`src/rtl/switch_pkg.sv`:
```
// Shared types and helpers for the switch egress path.
package switch_pkg;

    localparam int unsigned PORT_W    = 4;
    localparam int unsigned DATA_W    = 8;
    localparam int unsigned MAX_PORTS = 4;
    localparam int unsigned IDX_W     = 2;

    typedef struct packed {
        logic [PORT_W-1:0] source;
        logic [PORT_W-1:0] target;
        logic [DATA_W-1:0] data;
    } packet_t;

    typedef struct packed {
        logic             valid;
        logic [IDX_W-1:0] idx;
    } rr_grant_t;

    // Round-robin search starting at ptr; unpopulated request bits are simply skipped.
    function automatic rr_grant_t rr_pick(input logic [MAX_PORTS-1:0] req,
                                          input logic [IDX_W-1:0]     ptr);
        rr_grant_t        g;
        logic [IDX_W-1:0] cand;
        g = '0;
        for (int unsigned k = 0; k < MAX_PORTS; k++) begin
            cand = ptr + IDX_W'(k);
            if (!g.valid && req[cand]) begin
                g.valid = 1'b1;
                g.idx   = cand;
            end
        end
        return g;
    endfunction

endpackage

```
`src/rtl/switch_sync_fifo.sv`:
```
// Synchronous FIFO with a registered head word and registered status flags.
module switch_sync_fifo #(
    parameter int unsigned WIDTH = 16,
    parameter int unsigned DEPTH = 4
) (
    input  logic                     clk,
    input  logic                     rst_n,
    input  logic                     push_i,
    input  logic [WIDTH-1:0]         wdata_i,
    input  logic                     pop_i,
    output logic [WIDTH-1:0]         rdata_o,
    output logic [$clog2(DEPTH):0]   count_o,
    output logic                     full_o,
    output logic                     empty_o
);

    localparam int unsigned AW = $clog2(DEPTH);
    localparam int unsigned CW = AW + 1;

    logic [DEPTH-1:0][WIDTH-1:0] mem_q;
    logic [AW-1:0]               wr_ptr_q, wr_ptr_d;
    logic [AW-1:0]               rd_ptr_q, rd_ptr_d;
    logic [CW-1:0]               count_q, count_d;
    logic [WIDTH-1:0]            head_q, head_d;
    logic                        full_q, full_d;
    logic                        empty_q, empty_d;
    logic                        push_ok, pop_ok;

    // Head is precomputed for the next cycle so rdata_o comes straight from a flop.
    always_comb begin
        pop_ok   = pop_i && !empty_q;
        push_ok  = push_i && (!full_q || pop_ok);
        wr_ptr_d = push_ok ? wr_ptr_q + AW'(1) : wr_ptr_q;
        rd_ptr_d = pop_ok  ? rd_ptr_q + AW'(1) : rd_ptr_q;
        count_d  = count_q + CW'(push_ok) - CW'(pop_ok);
        full_d   = (count_d == CW'(DEPTH));
        empty_d  = (count_d == '0);
        head_d   = (push_ok && (wr_ptr_q == rd_ptr_d)) ? wdata_i : mem_q[rd_ptr_d];
    end

    always_ff @(posedge clk or negedge rst_n) begin
        if (!rst_n) begin
            mem_q    <= '0;
            wr_ptr_q <= '0;
            rd_ptr_q <= '0;
            count_q  <= '0;
            head_q   <= '0;
            full_q   <= 1'b0;
            empty_q  <= 1'b1;
        end else begin
            if (push_ok) begin
                mem_q[wr_ptr_q] <= wdata_i;
            end
            wr_ptr_q <= wr_ptr_d;
            rd_ptr_q <= rd_ptr_d;
            count_q  <= count_d;
            head_q   <= head_d;
            full_q   <= full_d;
            empty_q  <= empty_d;
        end
    end

    assign rdata_o = head_q;
    assign count_o = count_q;
    assign full_o  = full_q;
    assign empty_o = empty_q;

endmodule

```
`src/rtl/switch_egress_port.sv`:
```
// Egress port: filters ingress packets by target mask, buffers one per source,
// and drains the slots round-robin into an output FIFO with valid/ready delivery.
module switch_egress_port
    import switch_pkg::*;
#(
    parameter int unsigned NUM_PORTS  = 4,
    parameter int unsigned PORT_ID    = 0,
    parameter int unsigned FIFO_DEPTH = 4
) (
    input  logic                          clk,
    input  logic                          rst_n,
    input  logic [NUM_PORTS-1:0]          valid_in,
    input  logic [NUM_PORTS*PORT_W-1:0]   source_in,
    input  logic [NUM_PORTS*PORT_W-1:0]   target_in,
    input  logic [NUM_PORTS*DATA_W-1:0]   data_in,
    output logic                          valid_out,
    input  logic                          ready_in,
    output logic [PORT_W-1:0]             source_out,
    output logic [PORT_W-1:0]             target_out,
    output logic [DATA_W-1:0]             data_out,
    output logic [7:0]                    drop_count,
    output logic [$clog2(FIFO_DEPTH):0]   fifo_level
);

    localparam int unsigned DROP_W = 8;
    localparam int unsigned SUM_W  = DROP_W + 1;
    localparam int unsigned PKT_W  = $bits(packet_t);

    logic [NUM_PORTS-1:0]            hit;
    packet_t [NUM_PORTS-1:0]         in_pkt;
    packet_t [NUM_PORTS-1:0]         slot_q, slot_d;
    logic [NUM_PORTS-1:0]            full_q, full_d;
    logic [NUM_PORTS-1:0]            drain;
    logic [IDX_W-1:0]                rr_ptr_q, rr_ptr_d;
    logic [DROP_W-1:0]               drop_q, drop_d;
    logic [SUM_W-1:0]                drop_sum;
    logic [2:0]                      n_drop;
    logic [MAX_PORTS-1:0]            req;
    rr_grant_t                       pick;
    logic                            grant;
    packet_t                         push_pkt;
    packet_t                         fifo_head;
    logic                            fifo_pop, fifo_full, fifo_empty;
    logic [$clog2(FIFO_DEPTH):0]     fifo_count;

    for (genvar gi = 0; gi < NUM_PORTS; gi++) begin : g_in
        assign hit[gi]    = valid_in[gi] && target_in[PORT_W*gi + PORT_ID];
        assign in_pkt[gi] = '{source: source_in[PORT_W*gi +: PORT_W],
                              target: target_in[PORT_W*gi +: PORT_W],
                              data:   data_in[DATA_W*gi +: DATA_W]};
    end

    // A slot being granted this cycle can take a new hit without dropping it.
    always_comb begin
        req                  = '0;
        req[NUM_PORTS-1:0]   = full_q;
        fifo_pop             = !fifo_empty && ready_in;
        pick                 = rr_pick(req, rr_ptr_q);
        grant                = pick.valid && (!fifo_full || fifo_pop);
        slot_d               = slot_q;
        full_d               = full_q;
        drain                = '0;
        push_pkt             = '0;
        n_drop               = '0;
        rr_ptr_d             = rr_ptr_q;
        for (int unsigned i = 0; i < NUM_PORTS; i++) begin
            if (pick.idx == IDX_W'(i)) begin
                push_pkt = slot_q[i];
            end
            drain[i] = grant && (pick.idx == IDX_W'(i));
            if (hit[i] && (!full_q[i] || drain[i])) begin
                slot_d[i] = in_pkt[i];
                full_d[i] = 1'b1;
            end else begin
                if (drain[i]) begin
                    full_d[i] = 1'b0;
                end
                if (hit[i]) begin
                    n_drop = n_drop + 3'd1;
                end
            end
        end
        if (grant) begin
            rr_ptr_d = (pick.idx == IDX_W'(NUM_PORTS - 1)) ? '0 : pick.idx + IDX_W'(1);
        end
        drop_sum = {1'b0, drop_q} + SUM_W'(n_drop);
        drop_d   = drop_sum[DROP_W] ? '1 : drop_sum[DROP_W-1:0];
    end

    always_ff @(posedge clk or negedge rst_n) begin
        if (!rst_n) begin
            slot_q   <= '0;
            full_q   <= '0;
            rr_ptr_q <= '0;
            drop_q   <= '0;
        end else begin
            slot_q   <= slot_d;
            full_q   <= full_d;
            rr_ptr_q <= rr_ptr_d;
            drop_q   <= drop_d;
        end
    end

    switch_sync_fifo #(
        .WIDTH (PKT_W),
        .DEPTH (FIFO_DEPTH)
    ) u_fifo (
        .clk     (clk),
        .rst_n   (rst_n),
        .push_i  (grant),
        .wdata_i (push_pkt),
        .pop_i   (fifo_pop),
        .rdata_o (fifo_head),
        .count_o (fifo_count),
        .full_o  (fifo_full),
        .empty_o (fifo_empty)
    );

    assign valid_out  = !fifo_empty;
    assign source_out = fifo_head.source;
    assign target_out = fifo_head.target;
    assign data_out   = fifo_head.data;
    assign drop_count = drop_q;
    assign fifo_level = fifo_count;

endmodule

```
`config.mk`:
```
export PLATFORM = sky130hd
export DESIGN_NAME = switch_egress_port
export DESIGN_NICKNAME = d
export VERILOG_FILES = /design/src/rtl/switch_pkg.sv /design/src/rtl/switch_sync_fifo.sv /design/src/rtl/switch_egress_port.sv
export SDC_FILE = /design/constraint.sdc
export NUM_CORES = 1
export LEC_CHECK = 0
export ABC_AREA = 1
export CAP_MARGIN = 25
export CORE_MARGIN = 2
export CORE_UTILIZATION = 40
export CTS_CLUSTER_SIZE = 40
export DETAILED_ROUTE_END_ITERATION = 10
export HOLD_SLACK_MARGIN = 0.02
export PLACE_DENSITY = 0.66
export SLEW_MARGIN = 0
export SYNTH_ARGS = -nofsm -noshare
export SYNTH_HDL_FRONTEND = slang
export SYNTH_SLANG_ARGS = --single-unit
export TNS_END_PERCENT = 1
```
`constraint.sdc`:
```
create_clock -name clk -period 8.8 [get_ports clk]
set_input_delay 1.76 -clock clk [delete_from_list [all_inputs] [get_ports clk]]
set_output_delay 1.76 -clock clk [all_outputs]
set_load 0.1 [all_outputs]
```
==> reports/qor.csv <==
stage,metric,value,unit
clock_network,cts_setup_buffers,0,
timing,tns,0,ns
drt,viasPerCell,4.92,
yosys,syn_avg_cell_area,9.28,µm²
yosys,ys.warnings.count,0,
timing,setup_viol,0,
timing,min_period,5.49,ns
clock_network,clock_latency,0.43,ns
timing,fin_crit_sh,0.624,
timing,tightestPinTransition,1.04,ns
yosys,netlist_instances,860,
yosys,synthArstFlopShare,1.00,
yosys,yosysSeqAreaShare,0.524,
drt,wl_per_cell,14.4,µm
clock_network,cts_hold_buf,0,
floorplanning,io_pins,99,
critical_path,required,9.15,ns
drt,drc,0,
place,numPortBuffers,98,
drt,vias,6017,
timing,slew_violations,0,
global_routing,grt_pass1_vias,5791,
timing,fin_worst_skew,0.00913,ns
global_routing,grt_overflow_total,0,
global_routing,antenna_found_initial,0,
critical_path,critPathMaxFanout,18,
floorplanning,core_region_area,19500,µm²
global_routing,track_usage,0.171,
drt,dr.pass1.iters,5,
global_routing,grt_max_degree,105,
floorplanning,fp.dieH,145,µm
drt,drt_iter0_drc,309,
place,place_hpwl,11900,µm
cells_and_area,drive_gt1_frac,0.131,
cells_and_area,fin_nets,1035,
floorplanning,num_rows,51,
clock_network,cts_sinks,167,
yosys,synth_edf_count,0,
timing,slew_headroom,0.303,
clock_network,clock_path_buffers,2,
drt,drtAntennaViolNets,0,
status,status,"finished, final reports clean",
floorplanning,start_util,0.409,
yosys,yosysUniqueCellTypes,44,
clock_network,clk_pin_slew,0.06,ns
critical_path,crit_path_end_kind,flop,
floorplanning,die_area,21100,µm²
global_routing,grt_pass1_wl,29300,µm
yosys,ys.flop_type,dfrtp_1,
clock_network,h-tree-depth,4,
clock_network,cts_resized,0,
critical_path,start_kind,flop,
timing,fmaxAchievable,182,MHz
yosys,synth_fp_nets,949,
place,routabilityCongestion,0.779,
drt,drt-total-wl,17600,µm
critical_path,crit_type,reg2reg,
clock_network,cts_buffers,17,
cells_and_area,area_growth,22.1,%
yosys,ys_seq_elements,167,
clock_network,cts-root-buf,clkbuf_16,
critical_path,cp.arrival,5.83,ns
job,cap_violations,0,
floorplanning,die_x,145,µm
cells_and_area,antenna-diode-count,0,
worst_hold_path,min_path_type,reg2reg,
clock_network,cts_tree,built,
yosys,synth_area,7980,µm²
timing,hold_viol,0,
timing,rsz0062_at_grt,no,
==> metrics by stage <==
step / instances / setup slack [ns] / instance area (µm²) / hold WS [ns] / util
floorplan: 860 / 3.98 / 7980 / 0.418 / -
global placement: 1191 / 3.14 / 9140 / 0.431 / 0.468
detailed placement: 1191 / 3.04 / 9140 / 0.435 / 0.468
CTS: 1223 / 3.29 / 9710 / 0.452 / 0.497
global route: 1224 / 2.67 / 9740 / 0.478 / 0.499
finish: 1224 / 3.31 / 9740 / 0.449 / 0.499
==> final cells by class <==
class	instances	area [µm²]
Sequential cell	167	4180
Tap cell	265	332
Fill cell	1850	9790
Inverter	75	287
Clock buffer	19	443
Clock inverter	13	123
Multi-Input combinational cell	583	3340
Timing Repair Buffer	102	1030
==> layout by cell type (no fill, tap or decap), drive strengths merged <==
| cell | instances |
|---|---|
| or2 | 2 |
| clkbuf | 19 |
| buf | 5 |
| nand3 | 51 |
| nand2 | 239 |
| clkinvlp | 4 |
| o31ai | 5 |
| nand4 | 1 |
| o211ai | 18 |
| dfrtp | 166 |
| inv | 76 |
| a21oi | 24 |
| xor2 | 2 |
| a31oi | 6 |
| clkdlybuf4s50 | 97 |
| ha | 16 |
| clkinv | 7 |
| a221oi | 5 |
| xnor2 | 3 |
| and2 | 2 |
| fa | 2 |
| nor4 | 1 |
| o21ai | 80 |
| or3 | 1 |
| o2111ai | 1 |
| nand3b | 1 |
| mux2 | 63 |
| nor3b | 1 |
| nor2 | 57 |
| dfstp | 1 |
| nor3 | 2 |
| bufinv | 1 |
==> layer usage <==
metal | routed length (µm) | GRT usage | vias up
met4 | 247 | 0.0490 | 0
met5 | 0 | 0 | -
met2 | 8310 | 0.281 | 129
met1 | 8440 | 0.233 | 2873
met3 | 608 | 0.0318 | 19
li1 | - | - | 2996
==> final timing paths <==
path / from / endpoint / slack [ns] / cells past startpoint
max in group asynchronous: rst_n / slot_q[49] / 6.57 / 2
hold / removal: slot_q[56] / slot_q[56] / 0.45 / 2
setup reg to reg: rr_ptr_q[0] / drop_count[2] / 3.31 / 23
setup / recovery: rr_ptr_q[0] / drop_count[2] / 3.31 / 23
min in group asynchronous: rst_n / u_fifo.mem_q[12] / 1.17 / 1
hold reg to reg: slot_q[56] / slot_q[56] / 0.45 / 2
==> flip-flops by register name, indices dropped and copies added, names as in the netlist <==
signal and flops:
u_fifo.empty_o 1, u_fifo.mem_q 64, u_fifo.wr_ptr_q 2, slot_q 64, u_fifo.rdata_o 16, u_fifo.rd_ptr_q 2, full_q 4, rr_ptr_q 2
drop_count 8, u_fifo.count_o 3, u_fifo.full_o 1
==> kinds of logic after synthesis <==
family | Yosys count | share of synthesized area
compound gates | 139 | 0.101
xor+xnor | 5 | 0.00549
mux | 63 | 0.0889
buf+inv | 110 | 0.0596
flops | 167 | 0.524
simple gates | 358 | 0.190
fa+ha+maj | 18 | 0.0301
==> Yosys cell counts, types with 3 or more instances <==
| cell type | number | area share |
|---|---|---|
| xnor2_1 | 3 | 0.0033 |
| a21oi_1 | 23 | 0.014 |
| a221oi_1 | 5 | 0.0055 |
| ha_1 | 16 | 0.025 |
| o211ai_1 | 18 | 0.017 |
| nand3_1 | 50 | 0.031 |
| clkbuf_1 | 15 | 0.0071 |
| nand2_1 | 232 | 0.11 |
| buf_2 | 10 | 0.0063 |
| nor2_1 | 51 | 0.024 |
| nor2_4 | 4 | 0.0056 |
| inv_1 | 67 | 0.032 |
| dfrtp_1 | 166 | 0.52 |
| o21ai_1 | 4 | 0.0025 |
| nand2_2 | 5 | 0.0039 |
| buf_4 | 4 | 0.0038 |
| buf_6 | 4 | 0.0056 |
| inv_2 | 5 | 0.0024 |
| o31ai_1 | 5 | 0.0047 |
| o21ai_0 | 74 | 0.046 |
| a31oi_1 | 6 | 0.0047 |
| mux2_2 | 63 | 0.089 |
==> worst max-delay path, cell delays in order (launching register included) <==
cell and delay [ns]:
dfrtp_1 0.54, inv_4 0.10, nand2_1 0.09, nand2_2 0.07, nand2_1 0.06, nand2_1 0.11, nor2_4 0.14, nand3b_1 0.14
o21ai_0 0.38, ha_1 0.65, nand3_1 0.22, a21oi_2 0.64, nor2_1 0.14, ha_1 0.32, nand2_1 0.08, nand2_1 0.07
ha_1 0.29, o21ai_1 0.09, fa_1 0.42, nor2_1 0.14, nor2_1 0.08, nor3_1 0.23, nand3_1 0.25, o21ai_0 0.14
Power is left out: the tool's default activity adds up to more than one toggle a clock period on the data nets, which glitch-free logic cannot reach.
